==> src/rtl/multicycle_control.sv <==
// ---------------------------------------------------------------------------
// multicycle_control
//
// Control sequencer for the multi-cycle MIPS datapath. It steps each
// instruction through fetch, decode and the execution states for its class,
// and drives the PC, IR, register-file, ALU-mux and memory controls every
// cycle. FETCH, MEMRD and MEMWR stall on mem_ready so the unified memory may
// take any number of cycles.
//
// Supported opcodes: R-type, j, beq, bne, addi, andi, lw, sw. An unsupported
// opcode pulses illegal_op in DECODE and the instruction retires as a nop.
//
// Ports
//   clk        in   system clock, rising-edge active
//   reset      in   asynchronous, active-high reset (forces IDLE)
//   opcode     in   IR[31:26], valid from the cycle after IRWrite
//   mem_ready  in   memory access completes this cycle
//   PCWrite    out  unconditional PC load
//   BeqSig     out  PC load if ALU zero
//   BneSig     out  PC load if ALU not zero
//   IorD       out  memory address select: 0 = PC, 1 = ALUOut
//   MemRead    out  memory read request
//   MemWrite   out  memory write request
//   IRWrite    out  instruction register load
//   MemtoReg   out  write-back data select: 1 = MDR
//   RegDst     out  destination register select: 1 = rd
//   RegWrite   out  register-file write
//   ALUSrcA    out  ALU A select: 0 = PC, 1 = rs
//   ALUSrcB    out  ALU B select: 00 rt, 01 4, 10 imm, 11 imm << 2
//   ALUOp      out  000 add, 001 sub, 010 funct, 011 addi, 100 andi
//   PCSource   out  00 ALU result, 01 ALUOut, 10 jump target
//   illegal_op out  one-cycle pulse on an unsupported opcode
//   state_out  out  current state code, zero-extended to STATE_W (>= 4)
// ---------------------------------------------------------------------------
module multicycle_control #(
  parameter int STATE_W = 4
) (
  input  logic               clk,
  input  logic               reset,
  input  logic [5:0]         opcode,
  input  logic               mem_ready,
  output logic               PCWrite,
  output logic               BeqSig,
  output logic               BneSig,
  output logic               IorD,
  output logic               MemRead,
  output logic               MemWrite,
  output logic               IRWrite,
  output logic               MemtoReg,
  output logic               RegDst,
  output logic               RegWrite,
  output logic               ALUSrcA,
  output logic [1:0]         ALUSrcB,
  output logic [2:0]         ALUOp,
  output logic [1:0]         PCSource,
  output logic               illegal_op,
  output logic [STATE_W-1:0] state_out
);

  typedef enum logic [3:0] {
    S_IDLE   = 4'd0,
    S_FETCH  = 4'd1,
    S_DECODE = 4'd2,
    S_MEMADR = 4'd3,
    S_MEMRD  = 4'd4,
    S_MEMWB  = 4'd5,
    S_MEMWR  = 4'd6,
    S_EXEC   = 4'd7,
    S_RWB    = 4'd8,
    S_BRANCH = 4'd9,
    S_IEXEC  = 4'd10,
    S_IWB    = 4'd11,
    S_JUMP   = 4'd12
  } state_e;

  localparam logic [5:0] OP_RTYPE = 6'b000000;
  localparam logic [5:0] OP_J     = 6'b000010;
  localparam logic [5:0] OP_BEQ   = 6'b000100;
  localparam logic [5:0] OP_BNE   = 6'b000101;
  localparam logic [5:0] OP_ADDI  = 6'b001000;
  localparam logic [5:0] OP_ANDI  = 6'b001100;
  localparam logic [5:0] OP_LW    = 6'b100011;
  localparam logic [5:0] OP_SW    = 6'b101011;

  state_e state_q;
  state_e state_d;

  // -------------------------------------------------------------------------
  // Next-state logic
  // -------------------------------------------------------------------------
  always_comb begin
    // NOTE: assign a default before the case so every path drives state_d;
    // a missing branch would otherwise infer a latch.
    state_d = state_q;
    case (state_q)
      S_IDLE:   state_d = S_FETCH;
      S_FETCH:  if (mem_ready) state_d = S_DECODE;
      S_DECODE: begin
        case (opcode)
          OP_LW, OP_SW:     state_d = S_MEMADR;
          OP_RTYPE:         state_d = S_EXEC;
          OP_BEQ, OP_BNE:   state_d = S_BRANCH;
          OP_ADDI, OP_ANDI: state_d = S_IEXEC;
          OP_J:             state_d = S_JUMP;
          // Unsupported opcode retires as a nop; PC already advanced in FETCH.
          default:          state_d = S_FETCH;
        endcase
      end
      // Only lw and sw reach MEMADR, so anything that is not lw is a store.
      S_MEMADR: state_d = (opcode == OP_LW) ? S_MEMRD : S_MEMWR;
      S_MEMRD:  if (mem_ready) state_d = S_MEMWB;
      S_MEMWB:  state_d = S_FETCH;
      S_MEMWR:  if (mem_ready) state_d = S_FETCH;
      S_EXEC:   state_d = S_RWB;
      S_RWB:    state_d = S_FETCH;
      S_BRANCH: state_d = S_FETCH;
      S_IEXEC:  state_d = S_IWB;
      S_IWB:    state_d = S_FETCH;
      S_JUMP:   state_d = S_FETCH;
      // Codes 13..15 are unused and recover through IDLE.
      default:  state_d = S_IDLE;
    endcase
  end

  // -------------------------------------------------------------------------
  // State register. Reset is asynchronous so a reset in the middle of a
  // memory wait drops every request before the next edge.
  // -------------------------------------------------------------------------
  always_ff @(posedge clk or posedge reset) begin
    // NOTE: sequential state uses non-blocking assignment so every flop
    // samples the pre-edge value of its inputs.
    if (reset) begin
      state_q <= S_IDLE;
    end else begin
      state_q <= state_d;
    end
  end

  // -------------------------------------------------------------------------
  // Output decode. IRWrite/PCWrite in FETCH follow mem_ready in the same
  // cycle, and illegal_op/branch/ALUOp follow the opcode that is only valid
  // from DECODE onward, so the controls are decoded from the current state
  // rather than registered one cycle ahead.
  // -------------------------------------------------------------------------
  always_comb begin
    PCWrite    = 1'b0;
    BeqSig     = 1'b0;
    BneSig     = 1'b0;
    IorD       = 1'b0;
    MemRead    = 1'b0;
    MemWrite   = 1'b0;
    IRWrite    = 1'b0;
    MemtoReg   = 1'b0;
    RegDst     = 1'b0;
    RegWrite   = 1'b0;
    ALUSrcA    = 1'b0;
    ALUSrcB    = 2'b00;
    ALUOp      = 3'b000;
    PCSource   = 2'b00;
    illegal_op = 1'b0;

    case (state_q)
      S_FETCH: begin
        MemRead = 1'b1;
        ALUSrcB = 2'b01;
        // PC + 4 and the instruction word commit only on the completing cycle.
        IRWrite = mem_ready;
        PCWrite = mem_ready;
      end
      S_DECODE: begin
        // Branch target PC + (imm << 2) is computed speculatively into ALUOut.
        ALUSrcB = 2'b11;
        case (opcode)
          OP_RTYPE, OP_J, OP_BEQ, OP_BNE,
          OP_ADDI, OP_ANDI, OP_LW, OP_SW: illegal_op = 1'b0;
          default:                        illegal_op = 1'b1;
        endcase
      end
      S_MEMADR: begin
        ALUSrcA = 1'b1;
        ALUSrcB = 2'b10;
      end
      S_MEMRD: begin
        MemRead = 1'b1;
        IorD    = 1'b1;
      end
      S_MEMWB: begin
        RegWrite = 1'b1;
        MemtoReg = 1'b1;
      end
      S_MEMWR: begin
        MemWrite = 1'b1;
        IorD     = 1'b1;
      end
      S_EXEC: begin
        ALUSrcA = 1'b1;
        ALUOp   = 3'b010;
      end
      S_RWB: begin
        RegWrite = 1'b1;
        RegDst   = 1'b1;
      end
      S_BRANCH: begin
        ALUSrcA  = 1'b1;
        ALUOp    = 3'b001;
        PCSource = 2'b01;
        BeqSig   = (opcode == OP_BEQ);
        BneSig   = (opcode == OP_BNE);
      end
      S_IEXEC: begin
        ALUSrcA = 1'b1;
        ALUSrcB = 2'b10;
        ALUOp   = (opcode == OP_ANDI) ? 3'b100 : 3'b011;
      end
      S_IWB: begin
        RegWrite = 1'b1;
      end
      S_JUMP: begin
        PCWrite  = 1'b1;
        PCSource = 2'b10;
      end
      default: begin
        // IDLE and unused codes drive every control low.
      end
    endcase
  end

  // Zero-extend the 4-bit state code onto the debug port.
  always_comb begin
    state_out      = '0;
    state_out[3:0] = state_q;
  end

  // -------------------------------------------------------------------------
  // Structural invariants of the control word.
  // -------------------------------------------------------------------------
  a_mem_excl: assert property (@(posedge clk) disable iff (reset)
    !(MemRead && MemWrite));
  a_write_excl: assert property (@(posedge clk) disable iff (reset)
    $onehot0({RegWrite, PCWrite, MemWrite}));
  a_branch_excl: assert property (@(posedge clk) disable iff (reset)
    !(BeqSig && BneSig));

endmodule

==> config.mk <==
export PLATFORM = sky130hd
export DESIGN_NAME = multicycle_control
export DESIGN_NICKNAME = d
export VERILOG_FILES = /design/src/rtl/multicycle_control.sv
export SDC_FILE = /design/constraint.sdc
export NUM_CORES = 1
export LEC_CHECK = 0
export ABC_AREA = 1
export BUFFER_PORTS_ARGS = -buffer_cell sky130_fd_sc_hd__buf_2
export CORE_MARGIN = 2
export CORE_UTILIZATION = 30
export DETAILED_ROUTE_END_ITERATION = 12
export PLACE_DENSITY = 0.61
export SLEW_MARGIN = 10
export SYNTH_ARGS = -nofsm -noshare
export SYNTH_HDL_FRONTEND = slang
export SYNTH_SLANG_ARGS = --single-unit
==> constraint.sdc <==
create_clock -name clk -period 3 [get_ports clk]
set_clock_uncertainty 0.15 [all_clocks]
set_input_delay 0.6 -clock clk [delete_from_list [all_inputs] [get_ports clk]]
set_output_delay 0.6 -clock clk [all_outputs]
set_load 0.02 [all_outputs]
## After elaboration in Yosys (flattened, before gate mapping)

Index checks and enable logic that the tools add are counted.

| cells by class | value |
|---|---|
| reduce and logical (&&, ||, !) cells | 13 |
| mux-type cells | 23 |
| equality and inequality tests | 22 |

Operator list:

| operator | count |
|---|---|
| $pmux 4 s8 | 1 |
| $eq 4x4->1 const B | 5 |
| $pmux 4 s5 | 1 |
| $eq 4x3->1 const B | 4 |
| $eq 6x3->1 const B | 2 |
| $eq 6x4->1 const B | 2 |
| $eq 6x6->1 const B | 2 |
| $mux 1 | 12 |
| $mux 4 | 3 |
| $reduce_or 2->1 | 6 |
| $pmux 3 s3 | 1 |
| $eq 4x2->1 const B | 2 |
| $reduce_or 8->1 | 1 |
| $eq 6x2->1 const B | 1 |
| $logic_not 6->1 | 1 |
| $ne 2x2->1 const B | 3 |
| $pmux 2 s3 | 1 |
| $reduce_or 6->1 | 1 |
| $eq 4x1->1 const B | 1 |
| $logic_not 4->1 | 1 |
| $pmux 2 s2 | 1 |
| $reduce_or 4->1 | 1 |
| $mux 3 | 1 |
| $reduce_and 3->1 | 1 |
| 3 further kinds | 3 |

| storage, ports and cells | value |
|---|---|
| output and inout port bits | 23 |
| word-level logic and storage cells | 59 |
| input port bits | 9 |
| bits in registers | 4 |

## Longest topological paths before layout

| logic depth | value |
|---|---|
| depth in word-level cells | 4 |
| mapped depth | 8 |
| gate-level depth less buffers | 8 |

## Least setup slack after synthesis

Ideal clock, no wire load.

| path | value |
|---|---|
| path type | register to output |
| start point | reg state_q[1], in the netlist state_out[1] |
| end point | out PCWrite |
| required time | 2250 ps |
| slack | 710 ps |
| arrival | 1540 ps |
| cell stages (with the launch flop) | 5 |
| path buffers | 0 |
| path through | dfrtp_1 -> nor2_1 -> inv_1 -> nor3_1 -> or2_1 |

| on the way | value |
|---|---|
| word-level cells in the longest chain between the ends | 2 |
| elaborated cells between the ends (all ways) | 3 |
| classes of those cells | eq/ne: 2; mux: 1 |

RTL lines:

| what | line | source |
|---|---|---|
| start, declared | 85 | `state_e state_q;` |
| start signal, assigned | 135 | `state_q <= state_d;` |
| $eq 4x4->1 / $eq 4x1->1 (equally long branches) | 162 | `case (state_q)` |
| $pmux 1 s2 * | 162 |  |
| end, declared | 42 | `output logic PCWrite,` |

Mark *: on every way between the ends. The rest lies on a longest branch, timed or not.

## Final worst setup path

| path | value |
|---|---|
| start point | in opcode[5] |
| end point | out BneSig |

| on the way | value |
|---|---|
| word-level cells in the longest chain between the ends | 2 |

RTL lines:

| what | line | source |
|---|---|---|
| start, declared | 40 | `input logic [5:0] opcode,` |
| $eq 6x3->1 | 208 | `BneSig = (opcode == OP_BNE);` |
| $mux 1 | 162 |  |
| end, declared | 44 | `output logic BneSig,` |

No other way between the ends.

==> summary.md <==
| Metric | Value |
|---|---|
| Status | complete, no violations |
| Metal2 WL | about 700 um |
| Synth async-reset ratio | 100% |
| CTS sink cnt | 4 |
| Num CTS Buffers | 3 |
| WS Path Type | primary input to output port |
| Total number of vias | approximately 700 |
| Max-slew headroom | between 70% and 80% |
| Most numerous cell in the Yosys netlist | nand2_1 |
| Pleak | 0.493 nW |
| CP Capture Type | output port |
| Mapped Area | 541 um2 |
| Synth cell count leaders | 30 x nand2_1, 20 x inv_1, 15 x nor2_1 |
| Fin cells | 162 |
| Crit share post-route | 78.5% |
| Core Util, Final | 43.9% |
| Num rows | 15 |
| Chip Width | roughly 46 um |
| Placed wire-length estimate | 1.27 mm |
| Max Used Layer | met3 |
| WL final | 1.49 mm |
| Highest clock rate | 425 MHz |
| Placed cells | 159 |
| Critical Path RT | 2250 ps |
| Final Hold Fails | 0 |
| Yosys top cell area share | 20.8% |
| Root buffer cell | clkbuf_4 |
| Peak VDD IR | 0.000380 V |
| Total chip power | approximately 0.66 mW |
| CP arrival | 1600 ps |
| Starting Density | 31.6% |
| # diodes | 0 |
| Layout cell share with drive strength beyond 1 | ~32% |
| Initial drt markers | 20 |
| CTS H-tree depth | 1 |
| IO Port Bufs | 31 |
| Met1 Wirelength | around 700 um |
| Post-CTS Resized | 0 |
| Critical path buffers and inverters | 2 |
| Synth area leader | nand2_1 |
| Launching element type of the critical path | primary input |
| Family with the most delay on the worst path | simple AND/OR/NAND/NOR gates |
| Register area share after synthesis | between 10% and 20% |
| Largest net degree at the start of global routing | 8 |
| Max Slew Vio Count | 0 |
| CTS Hold Bufs | 0 |
| Multi-input logic area | about 360 um2 |
| Met3 WL post-DR | 79 um |
| Later-pin clock latency in the skew report | 240 ps |
| Final instance area | between 700 and 800 um2 |
| Worst Max-Slew Pin Slew | slightly above 400 ps |
| CORE AREA | 0.00171 mm2 |
| Max reg flops | 4 |
| FF-to-FF path depth | 7 |
| Deepest clock path buffer count | 2 |
| Hold Crit Class | primary input to asynchronous set/reset pin |
| Crit-path max FO | 7 |
| Distinct cells, synth | 18 |
| Crit-path max cell delay | ~340 ps |
| Number of enable flip-flop cells after synthesis | 0 |
| CP max stage cell | nor2_1 |
| Setup tns final | 0 ps |
| Chip height | 46.4 um |
| Via density | 4.44 |
| Area contributors post-synth | nand2_1 21%, dfrtp_1 19%, inv_1 14% |
| Area growth syn-to-layout | 38.7% |
| Routed len/inst | 9.21 um |
| Initial antenna violation count | 0 |
| Mean Syn Cell Area | 5.25 um2 |
| GRT Util Overall | 15.9% |
| Dominant synthesized flop cell | dfrtp_1 |
| Antenna viol nets, final | 0 |
| First-pass GRT wire length | approximately 2.5 mm |
| Drt pass-1 iters | 4 |
| Net count after synthesis | 112 |
| Nets@finish | 148 |
| Post-CTS Setup Bufs | 0 |
| FF+latch area | 100 um2 |
| Top-level I/O count | 32 |
| Power Density | 874 mW/mm2 |
| Crit path cell chain | buf_2 > nor2_1 > nand4_1 > nor3_1 > buf_2 |
| Drt drc | 0 |
| GP Congestion | 0.833 |
| Number of setup violations in the final report | 0 |
| Flops & latches, synth | 4 |
| CTS tree | built |
| Syn Inst Count | 103 |
| Grt ovf | 0 |
| Final Critical Period | 2350 ps |
| RSZ-0062 raised after global routing | false |
| Vias in the first global route | 639 |
| Max Cap Viol | 0 |
| CP Depth | 5 |
| FILL cells | between 200 and 250 |
| Die footprint | ~0.0022 mm2 |
| DP Area | about 730 um2 |
| Yosys warnings | 0 |
| CTS clock-pin slew for the worst setup and hold paths | 40 ps |
| CP most frequent cell | buf_2 |
area by class of cell:
class | instances | area share [%]
multi-input cells | 77 | 47.7
clock buffers | 3 | 3.01
flip-flops and latches | 4 | 13.4
inverters | 22 | 11.0
well taps | 25 | 4.17
repair buffers | 31 | 20.7
worst reg2reg max path, cell delays in order, from the launching register on:
cell	delay (ps)
dfrtp_1	450
inv_2	70
nor2_2	170
nand2_2	130
nor2_2	120
nor2_1	80
nand2_1	70
nand2_1	50
kinds of logic after synthesis:
group                  after synthesis  synth area share (%)
buffers and inverters               22                  15.3
flip-flops                           4                  18.5
AND/OR/NAND/NOR                     70                  58.6
AO/OA/AOI/OAI                        7                  7.64
final timing paths:
path                               from  slack (ps)      endpoint
setup reg to reg           state_out[0]        1610  state_out[1]
max in group asynchronous         reset        2460  state_out[1]
setup / recovery              opcode[5]         650        BneSig
hold / removal                    reset          90  state_out[0]
min in group clk              mem_ready         490  state_out[2]
hold reg to reg            state_out[2]         650  state_out[3]
per-layer routing:
layer	up-vias	global-route usage (%)
li1	386	-
met1	317	21.5
met2	16	24.7
met3	0	6.27
met4	0	1.14
met5	-	0
metrics by stage:
stage	setup WS [ps]	hold slack, ps
floorplan	710	216
global placement	696	328
detailed placement	629	336
CTS	647	76.4
global route	467	83.8
finish	646	87.0
placed cells by master (no fill, tap or decap), types with 2 or more instances in the layout:
cell type / n
a21oi_1: 3
buf_2: 31
clkbuf_4: 3
dfrtp_1: 4
inv_1: 20
inv_2: 2
nand2_1: 30
nand3_1: 9
nand4_1: 4
nor2_1: 15
nor2_2: 5
nor3_1: 3
where the power goes:
| group | switching [mW] | internal [mW] |
|---|---|---|
| combinational | 0.325 | 0.150 |
| sequential | 0.0346 | 0.0759 |
| clock | 0.0251 | 0.0450 |
| total | 0.384 | 0.271 |
Power figures use the tool's default switching activity.
